$ cat config.mk
export PLATFORM = sky130hd
export DESIGN_NAME = sram_arbiter
export DESIGN_NICKNAME = d
export VERILOG_FILES = /design/src/rtl/uc_pkg.sv /design/src/rtl/sram_arb_rpipe.sv /design/src/rtl/sram_arbiter.sv
export SDC_FILE = /design/constraint.sdc
export NUM_CORES = 1
export LEC_CHECK = 0
export BUFFER_PORTS_ARGS = -buffer_cell sky130_fd_sc_hd__buf_2
export CORE_MARGIN = 3
export CORE_UTILIZATION = 41
export DETAILED_ROUTE_END_ITERATION = 8
export PLACE_DENSITY_LB_ADDON = 0.1
export SETUP_SLACK_MARGIN = 0.02
export SYNTH_ARGS = -nofsm -noshare
export SYNTH_HDL_FRONTEND = slang
export SYNTH_SLANG_ARGS = --single-unit
$ cat constraint.sdc
create_clock -name clk -period 1.2 [get_ports clk]
set_clock_uncertainty 0.05 [all_clocks]
set_input_delay 0.06 -clock clk [delete_from_list [all_inputs] [get_ports clk]]
set_output_delay 0.06 -clock clk [all_outputs]
set_load 0.03 [all_outputs]
$ cat src/rtl/uc_pkg.sv
// rtl/uc_pkg.sv - shared widths, port ids and return-tag type for the SRAM arbiter slice
package uc_pkg;

    localparam int UC_ADDR_W = 8;
    localparam int UC_DATA_W = 8;

    localparam logic PORT_CPU  = 1'b0;
    localparam logic PORT_HOST = 1'b1;

    localparam logic [7:0] UC_PROT_BASE = 8'hF0;

    typedef struct packed {
        logic valid;
        logic owner;
    } rtag_t;

endpackage

$ cat src/rtl/sram_arb_rpipe.sv
// rtl/sram_arb_rpipe.sv - RD_LAT-deep {valid, owner} tag delay line for SRAM read returns
module sram_arb_rpipe
    import uc_pkg::*;
#(
    parameter int RD_LAT = 1
) (
    input  logic  clk,
    input  logic  arst_n,
    input  rtag_t tag_in,
    output rtag_t tag_out
);

    rtag_t stage [RD_LAT];

    // Shift tags forward one stage per cycle; reset drops every in-flight tag
    always_ff @(posedge clk or negedge arst_n) begin
        if (!arst_n) begin
            for (int i = 0; i < RD_LAT; i++) begin
                stage[i] <= '0;
            end
        end else begin
            stage[0] <= tag_in;
            for (int i = 1; i < RD_LAT; i++) begin
                stage[i] <= stage[i-1];
            end
        end
    end

    // Last stage lines up with the cycle in which sram_rdata is valid
    assign tag_out = stage[RD_LAT-1];

endmodule

$ cat src/rtl/sram_arbiter.sv
// rtl/sram_arbiter.sv - round-robin CPU/HOST arbiter for the 256x8 data SRAM (option: SRAM_ARB_WPROT_EN)
module sram_arbiter
    import uc_pkg::*;
#(
    parameter int ADDR_W = UC_ADDR_W,
    parameter int DATA_W = UC_DATA_W,
    parameter int RD_LAT = 1
`ifdef SRAM_ARB_WPROT_EN
    ,
    parameter logic [ADDR_W-1:0] PROT_BASE = UC_PROT_BASE
`endif
) (
    input  logic              clk,
    input  logic              arst_n,

    input  logic              cpu_req,
    input  logic              cpu_we,
    input  logic [ADDR_W-1:0] cpu_addr,
    input  logic [DATA_W-1:0] cpu_wdata,
    output logic              cpu_gnt,
    output logic              cpu_rvalid,
    output logic [DATA_W-1:0] cpu_rdata,

    input  logic              host_req,
    input  logic              host_we,
    input  logic [ADDR_W-1:0] host_addr,
    input  logic [DATA_W-1:0] host_wdata,
    output logic              host_gnt,
    output logic              host_rvalid,
    output logic [DATA_W-1:0] host_rdata,
    output logic              host_err,

    output logic              sram_en,
    output logic              sram_we,
    output logic [ADDR_W-1:0] sram_addr,
    output logic [DATA_W-1:0] sram_wdata,
    input  logic [DATA_W-1:0] sram_rdata
);

    logic              last_gnt;
    logic              any_gnt;
    logic              wprot_hit;
    logic              access;
    logic              sel_we;
    logic [ADDR_W-1:0] sel_addr;
    logic [DATA_W-1:0] sel_wdata;
    rtag_t             rd_tag_q;
    rtag_t             cap_tag;

    // Grant: a lone requester always wins; on a tie the port that did not win last goes
    always_comb begin
        cpu_gnt  = cpu_req && (!host_req || (last_gnt == PORT_HOST));
        host_gnt = host_req && !cpu_gnt;
        any_gnt  = cpu_gnt || host_gnt;
    end

    // Route the granted port's fields toward the SRAM registers
    always_comb begin
        sel_we    = host_gnt ? host_we    : cpu_we;
        sel_addr  = host_gnt ? host_addr  : cpu_addr;
        sel_wdata = host_gnt ? host_wdata : cpu_wdata;
    end

`ifdef SRAM_ARB_WPROT_EN
    // HOST writes into the protected top region are consumed but never reach the SRAM
    assign wprot_hit = host_gnt && host_we && (host_addr >= PROT_BASE);

    // Flag each swallowed protected write in the cycle its access would have run
    always_ff @(posedge clk or negedge arst_n) begin
        if (!arst_n) begin
            host_err <= 1'b0;
        end else begin
            host_err <= wprot_hit;
        end
    end
`else
    assign wprot_hit = 1'b0;
    assign host_err  = 1'b0;
`endif

    assign access = any_gnt && !wprot_hit;

    // Round-robin pointer moves only when someone is granted, blocked writes included
    always_ff @(posedge clk or negedge arst_n) begin
        if (!arst_n) begin
            last_gnt <= PORT_HOST;
        end else if (any_gnt) begin
            last_gnt <= host_gnt ? PORT_HOST : PORT_CPU;
        end
    end

    // Launch the SRAM access one cycle after the grant; address/data hold when idle
    always_ff @(posedge clk or negedge arst_n) begin
        if (!arst_n) begin
            sram_en    <= 1'b0;
            sram_we    <= 1'b0;
            sram_addr  <= '0;
            sram_wdata <= '0;
        end else begin
            sram_en <= access;
            sram_we <= access && sel_we;
            if (access) begin
                sram_addr  <= sel_addr;
                sram_wdata <= sel_wdata;
            end
        end
    end

    // Read tag launched alongside sram_en so it enters the return pipe at N+1
    always_ff @(posedge clk or negedge arst_n) begin
        if (!arst_n) begin
            rd_tag_q <= '0;
        end else begin
            rd_tag_q.valid <= access && !sel_we;
            rd_tag_q.owner <= host_gnt ? PORT_HOST : PORT_CPU;
        end
    end

    sram_arb_rpipe #(
        .RD_LAT (RD_LAT)
    ) u_rpipe (
        .clk     (clk),
        .arst_n  (arst_n),
        .tag_in  (rd_tag_q),
        .tag_out (cap_tag)
    );

    // Capture returning data into the owner's register; the other port keeps its value
    always_ff @(posedge clk or negedge arst_n) begin
        if (!arst_n) begin
            cpu_rvalid  <= 1'b0;
            host_rvalid <= 1'b0;
            cpu_rdata   <= '0;
            host_rdata  <= '0;
        end else begin
            cpu_rvalid  <= cap_tag.valid && (cap_tag.owner == PORT_CPU);
            host_rvalid <= cap_tag.valid && (cap_tag.owner == PORT_HOST);
            if (cap_tag.valid && (cap_tag.owner == PORT_CPU)) begin
                cpu_rdata <= sram_rdata;
            end
            if (cap_tag.valid && (cap_tag.owner == PORT_HOST)) begin
                host_rdata <= sram_rdata;
            end
        end
    end

endmodule

==> results.toml, run 1 <==
[floorplanning]
initial_core_util_pct = 43.4
die-area_um2 = 5160
row_count = 23
die_y_um = 71.8
die_w_um = 71.8
core_um2 = 4090
pin_count = 85

[placement]
dpl.hpwl_um = 3090
port_buffers = 83
gp_congestion = 0.764

[logic_synthesis]
syn-num-nets = 175
synth_top_area_share_pct = 56.4
synth_adder_area_share_pct = 0
yosysWarnings = 0
syn-cell-area_um2 = 1780
avgSynthCellArea_um2 = 13.8
yosysTopAreaCell = "dfrtp_1"
yosys.area_share.simple_pct = 1.27
yosysUniqueCellTypes = 24
async_reset_ff_share_pct = 100
netlist_top_cells_count = "40 x dfrtp_1, 16 x mux2_2, 16 x mux2i_1"
yosysSeqAreaShare_pct = 57.9
muxShareOfSynthArea_pct = 19.2
ys.flop_type = "dfrtp_1"
synth_compound_area_share_pct = 15.6
ys_seq_elements = 41
synthTopCellsByArea = "dfrtp_1 56%, mux2_2 10%, mux2i_1 9.0%"
syn_inst = 129
synth_xor_area_share_pct = 0
synth_edf_count = 0
yosysMostFrequentCell = "dfrtp_1"
synth_top_family_by_area = "multiplexers"

[sta]
period_minus_slack_ns = 1.29
fin_setup_tns_ns = -1.00
timing.final.ws_setup_ns = -0.0872
clock.fmax_mhz = 777
setup_viol = 19
rsz0062_at_grt = "yes"
hold_viol = 0
period_share_pct = 107
report.final.slew_viol_count = 0

[power_and_ir_drop]
total_leakage_power_uw = 0.00136
power_frac_comb_pct = 34.2
power_density_nw_per_um2 = 1580
p_sw_uw = 1500
swShare_pct = 34.1
power.internal_uw = 2910
clkPwrFrac_pct = 26.2
seqPwrFrac_pct = 39.6
ir_drop_uv = 807

[route]
drt-initial-drc-count = 58
vias = 1476
via_per_inst = 4.94
wl_um = 4510
drt_pass1_iterations = 4
wl_per_cell_um = 15.1
antenna_left = 0
drc_errors = 0

[clock_network]
clockBufferDepth = 2
path_clk_slew_ns = 0.08
clock-sinks = 41
tritoncts = "built"
clk_latency_ns = 0.29
cts-htree-levels = 2
clockRootBuffer = "clkbuf_8"
cts_made_buffers = 5

[worst_hold_path]
min-delay-start = "host_wdata[0]"
holdCritPathClass = "primary input to flop"
whs_path_depth = 3
holdPathEnd = "sram_wdata[0]$_DFFE_PN0P_"

[cells_and_area]
final_core_util_pct = 68.4
post_route_cells_drive_above_1_share_pct = 60.6
n_antenna_cell = 0
fin_nets = 294
n_fill_cell = 315
area_growth_pct = 57.5

[global_route]
overflow = 0
grt_pass1_vias = 1544
grt_max_degree = 23
grt_use_total_pct = 18.1
grt_pass1_wl_um = 7210
antenna_found_initial = 0

[critical_path]
worst-setup-path-type = "flop to primary output"
path_cells = "a21bo_4, inv_2, buf_6"
worstReg2RegStart = "last_gnt$_DFFE_PN1P_"
critical_path.top_delay_family = "flip-flops"
slowest_stage = "dfstp_2"
cp.buffers_inverters = 2
cp_data_required_time_ns = 1.09
critPathArrivalTime_ns = 1.18
worstRegToRegCells = 5
slowest_delay_ns = 0.57
r2r-end = "sram_addr[1]$_DFFE_PN0P_"
cp-start-kind = "flop"
setup.worst_path.end_class = "primary output"
path_max_fanout = 3
r2r_slack_ns = -0.08

[job]
maxCapViolations = 0

[status]
status = "finished, violations left"
failed_checks = "setup timing"
state kept, by name, summed over array words and instances, names as in the netlist, 2 cells and up:
register,count
rd_tag_q,2
sram_addr,8
cpu_rdata,8
host_rdata,8
sram_wdata,8
u_rpipe.tag_out,2
logic make-up after synthesis:
logic type             count (synthesis)
AOI/OAI and AO/OA                     37
buffers and inverters                 14
DFF                                   41
muxes                                 32
other                                  1
and+or+nand+nor                        4
stage by stage:
stage               power [uW]  instances  cell area (um^2)  setup slack [ns]  hold slack, ns
floorplan                 2660        129              1780           -0.0987          -0.286
global placement          3070        264              2270           -0.0542         -0.0126
detailed placement        3120        264              2270            -0.113        -0.00417
CTS                       4390        295              2660           -0.0843         0.00202
global route              4650        299              2800            -0.139         0.00273
finish                    4420        299              2800           -0.0872        0.000795
power by group through the flow:
stage	clock [uW]	sequential, uW	combinational (uW)
final	1160	1750	1510
after floorplan	0	2250	412
after global routing	1260	1790	1600
after CTS	1190	1750	1450
after global placement	0	1760	1310
after detailed placement	0	1780	1340
timing repair:
item / in CTS / in global routing
endpoints found under the setup margin: 20 / 26
gates resized for setup: 10 / 18
pin swaps: 1 / 3
setup buffers: 3 / 0
hold buffers: 19 / 4
gates cloned: 1 / 0
endpoints found under the hold margin: 44 / 4
tightest hold or removal path: stages:
cell	delay, ns
buf_2	0.08
o22ai_2	0.06
a21oi_2	0.09
how the worst max path moves through the flow:
stage                          from                         to  slack (ns)  cells past startpoint
2_1_floorplan  last_gnt$_DFFE_PN1P_          sram_we$_DFF_PN0_        -0.1                      4
3_3_place_gp   last_gnt$_DFFE_PN1P_  sram_wdata[6]$_DFFE_PN0P_       -0.05                      3
3_5_place_dp   last_gnt$_DFFE_PN1P_   sram_addr[1]$_DFFE_PN0P_       -0.11                      3
4_1_cts        last_gnt$_DFFE_PN1P_                    cpu_gnt       -0.08                      3
5_1_grt        last_gnt$_DFFE_PN1P_   sram_addr[0]$_DFFE_PN0P_       -0.14                      5
6_report       last_gnt$_DFFE_PN1P_                   host_gnt       -0.09                      3
area by class of cell:
class                   instances  area [um^2]  share of cell area, %
multi-input cells              74          744                   26.6
well taps                      50         62.6                   2.24
repair buffers                120          820                   29.3
inverters                       6         22.5                  0.805
flip-flops and latches         41         1030                   36.7
clock buffers                   6         82.6                   2.95
clock inverters                 2         37.5                   1.34
metal layers:
layer / track usage, % / up-vias / routed length [um]
li1: - / 712 / -
met2: 32.0 / 53 / 2470
met4: 4.80 / 0 / 50
met5: 0 / - / 0
met1: 21.2 / 705 / 1710
met3: 5.61 / 6 / 269
cells in the final DEF, fill, tap and decap left out:
master and instances:
buf_2 81, dfrtp_1 40, dlygate4sd3_1 23, mux2i_1 16, mux2_2 16, o22ai_2 12, a21oi_1 9, buf_4 8
a21oi_2 7, clkbuf_8 6, buf_6 5, inv_2 3, o22ai_1 3, inv_1 3, o22ai_4 2, buf_12 2
o21ai_2 1, a21bo_4 1, or2_2 1, a22o_1 1, nand2b_4 1, nand2_1 1, nand2_8 1, a21boi_1 1
conb_1 1, bufinv_16 1, clkinvlp_4 1, buf_16 1, dfstp_2 1
(Power assumes the default switching activity.)
==> inputs of run 2 (changes only) <==
--- a/config.mk
+++ b/config.mk
@@ -6,6 +6,7 @@
 export NUM_CORES = 1
 export LEC_CHECK = 0
 export BUFFER_PORTS_ARGS = -buffer_cell sky130_fd_sc_hd__buf_2
+export CORE_ASPECT_RATIO = 0.75
 export CORE_MARGIN = 3
 export CORE_UTILIZATION = 41
 export DETAILED_ROUTE_END_ITERATION = 8
==> run 2 against run 1 <==
Compared with the run above: the run still ends with setup timing left; sequential cell count stayed put; clock power hardly changed; non-clock buffer count is 5 lower; critical path depth is 1 higher; count of clock-buffer cells in the layout stayed put; via count is 2.0% lower; maximum frequency is 4.0% lower; first-iteration DRC count is 69% lower; power is 1.3% lower; global-route usage is 0.51 points lower; largest power group unchanged.
==> results.toml, run 2 (synthesized netlist as in run 1, its figures left out) <==
[critical_path]
setup.worst_path.end_class = "primary output"
r2r-end = "sram_wdata[7]$_DFFE_PN0P_"
critPathArrivalTime_ns = 1.23
worst-setup-path-type = "flop to primary output"
cp_data_required_time_ns = 1.09
crit_start = "last_gnt$_DFFE_PN1P_"
crit_end = "host_gnt"
worstRegToRegCells = 5
path_max_fanout = 2
worstReg2RegStart = "last_gnt$_DFFE_PN1P_"
cp-start-kind = "flop"
r2r_slack_ns = -0.11

[placement]
port_buffers = 83
dpl.hpwl_um = 3170
dp.cells = 270
gp_congestion = 0.706

[cells_and_area]
n_antenna_cell = 0
final_common_cell = "buf_2"
final_cell_mix = "81 x buf_2, 40 x dfrtp_1, 16 x mux2i_1, 16 x dlygate4sd3_1, 15 x mux2_2"
area_growth_pct = 50.0
fin_nets = 289
final_cells = 299
post_route_cells_drive_above_1_share_pct = 58.6

[clock_network]
clk_latency_ns = 0.29
clockBufferDepth = 2
path_clk_slew_ns = 0.08
clockRootBuffer = "clkbuf_8"
clock-sinks = 41
cts_made_buffers = 5
tritoncts = "built"
cts-htree-levels = 2

[floorplanning]
core_um2 = 4100
die_w_um = 82.0
initial_core_util_pct = 43.3
die-area_um2 = 5160
pin_count = 85
row_count = 20
die_y_um = 63.0

[route]
drt_pass1_iterations = 4
drt-initial-drc-count = 18
wl_per_cell_um = 14.5
antenna_left = 0
wl_um = 4350
vias = 1446
via_per_inst = 4.84
drc_errors = 0

[global_route]
grt_pass1_wl_um = 6970
grt_max_degree = 26
antenna_found_initial = 0
overflow = 0
grt_use_total_pct = 17.6
grt_pass1_vias = 1573

[sta]
hold_viol = 0
setup_viol = 18
period_share_pct = 112
period_minus_slack_ns = 1.34
clock.fmax_mhz = 745
fin_hold_ws_ns = 0.00882
timing.final.ws_setup_ns = -0.141
rsz0062_at_grt = "yes"
report.final.slew_viol_count = 0

[power_and_ir_drop]
total_leakage_power_uw = 0.00133
power_density_nw_per_um2 = 1640
ir_drop_uv = 1000

[status]
failed_checks = "setup timing"
status = "finished, violations left"

[job]
maxCapViolations = 0

[worst_hold_path]
holdCritPathClass = "primary input to flop"
[run 2: critical path: stages, from the launching register on]
cell,delay (ns)
dfstp_2,0.55
a21bo_1,0.14
buf_6,0.11
inv_4,0.03
buf_6,0.12
[run 2: cell type report]
class / count / area (um^2)
tap: 55 / 68.8
sequential: 41 / 1030
fill: 313 / 1440
clock inverter: 2 / 37.5
multi-input combinational: 74 / 666
timing repair buffer: 115 / 756
clock buffer: 6 / 82.6
inverter: 6 / 25.0
[run 2: stage by stage]
stage          cell area (um^2)  power (uW)  TNS (ns)  setup WS (ns)  util [%]
6_report                   2660        4360     -1.41         -0.141      64.9
5_1_grt                    2660        4570     -2.41         -0.180      64.9
4_1_cts                    2640        4380     -1.43         -0.153      64.3
3_5_place_dp               2290        3130    -0.225        -0.0431      55.7
3_3_place_gp               2290        3080         0        0.00758      55.7
2_1_floorplan              1780        2660   -0.0987        -0.0987         -
[run 2: report_power, final]
part / switching (uW) / internal [uW] / leakage, uW / total, uW
clock: 475 / 676 / 0.0000574 / 1150
sequential: 118 / 1630 / 0.000479 / 1750
combinational: 879 / 576 / 0.000795 / 1460
[run 2: how the worst min path moves through the flow]
| stage | from | endpoint | slack, ns | depth (start not counted) |
|---|---|---|---|---|
| finish | host_addr[6] | sram_addr[6]$_DFFE_PN0P_ | 0.009 | 3 |
| global route | host_addr[6] | sram_addr[6]$_DFFE_PN0P_ | 0.002 | 3 |
| global placement | arst_n | host_rdata[1]$_DFFE_PN0P_ | -0.01 | 2 |
| floorplan | arst_n | cpu_rdata[0]$_DFFE_PN0P_ | -0.29 | 0 |
| CTS | host_addr[2] | sram_addr[2]$_DFFE_PN0P_ | 0.003 | 3 |
| detailed placement | arst_n | cpu_rdata[1]$_DFFE_PN0P_ | -0.003 | 2 |
[run 2: layer usage]
| metal | global-route usage (%) | routed length [um] |
|---|---|---|
| met5 | 0 | 0 |
| met4 | 5.60 | 44 |
| met3 | 4.61 | 299 |
| met2 | 33.0 | 2250 |
| met1 | 18.6 | 1750 |
[run 2: what timing repair did]
item | 4_1_cts | 5_1_grt
setup endpoints to repair | 23 | 27
setup buffers | 4 | 1
hold endpoints to repair | 64 | 0
pin swaps | 1 | 1
cloned | 0 | 0
resized for setup | 14 | 4
hold buffers | 16 | 0
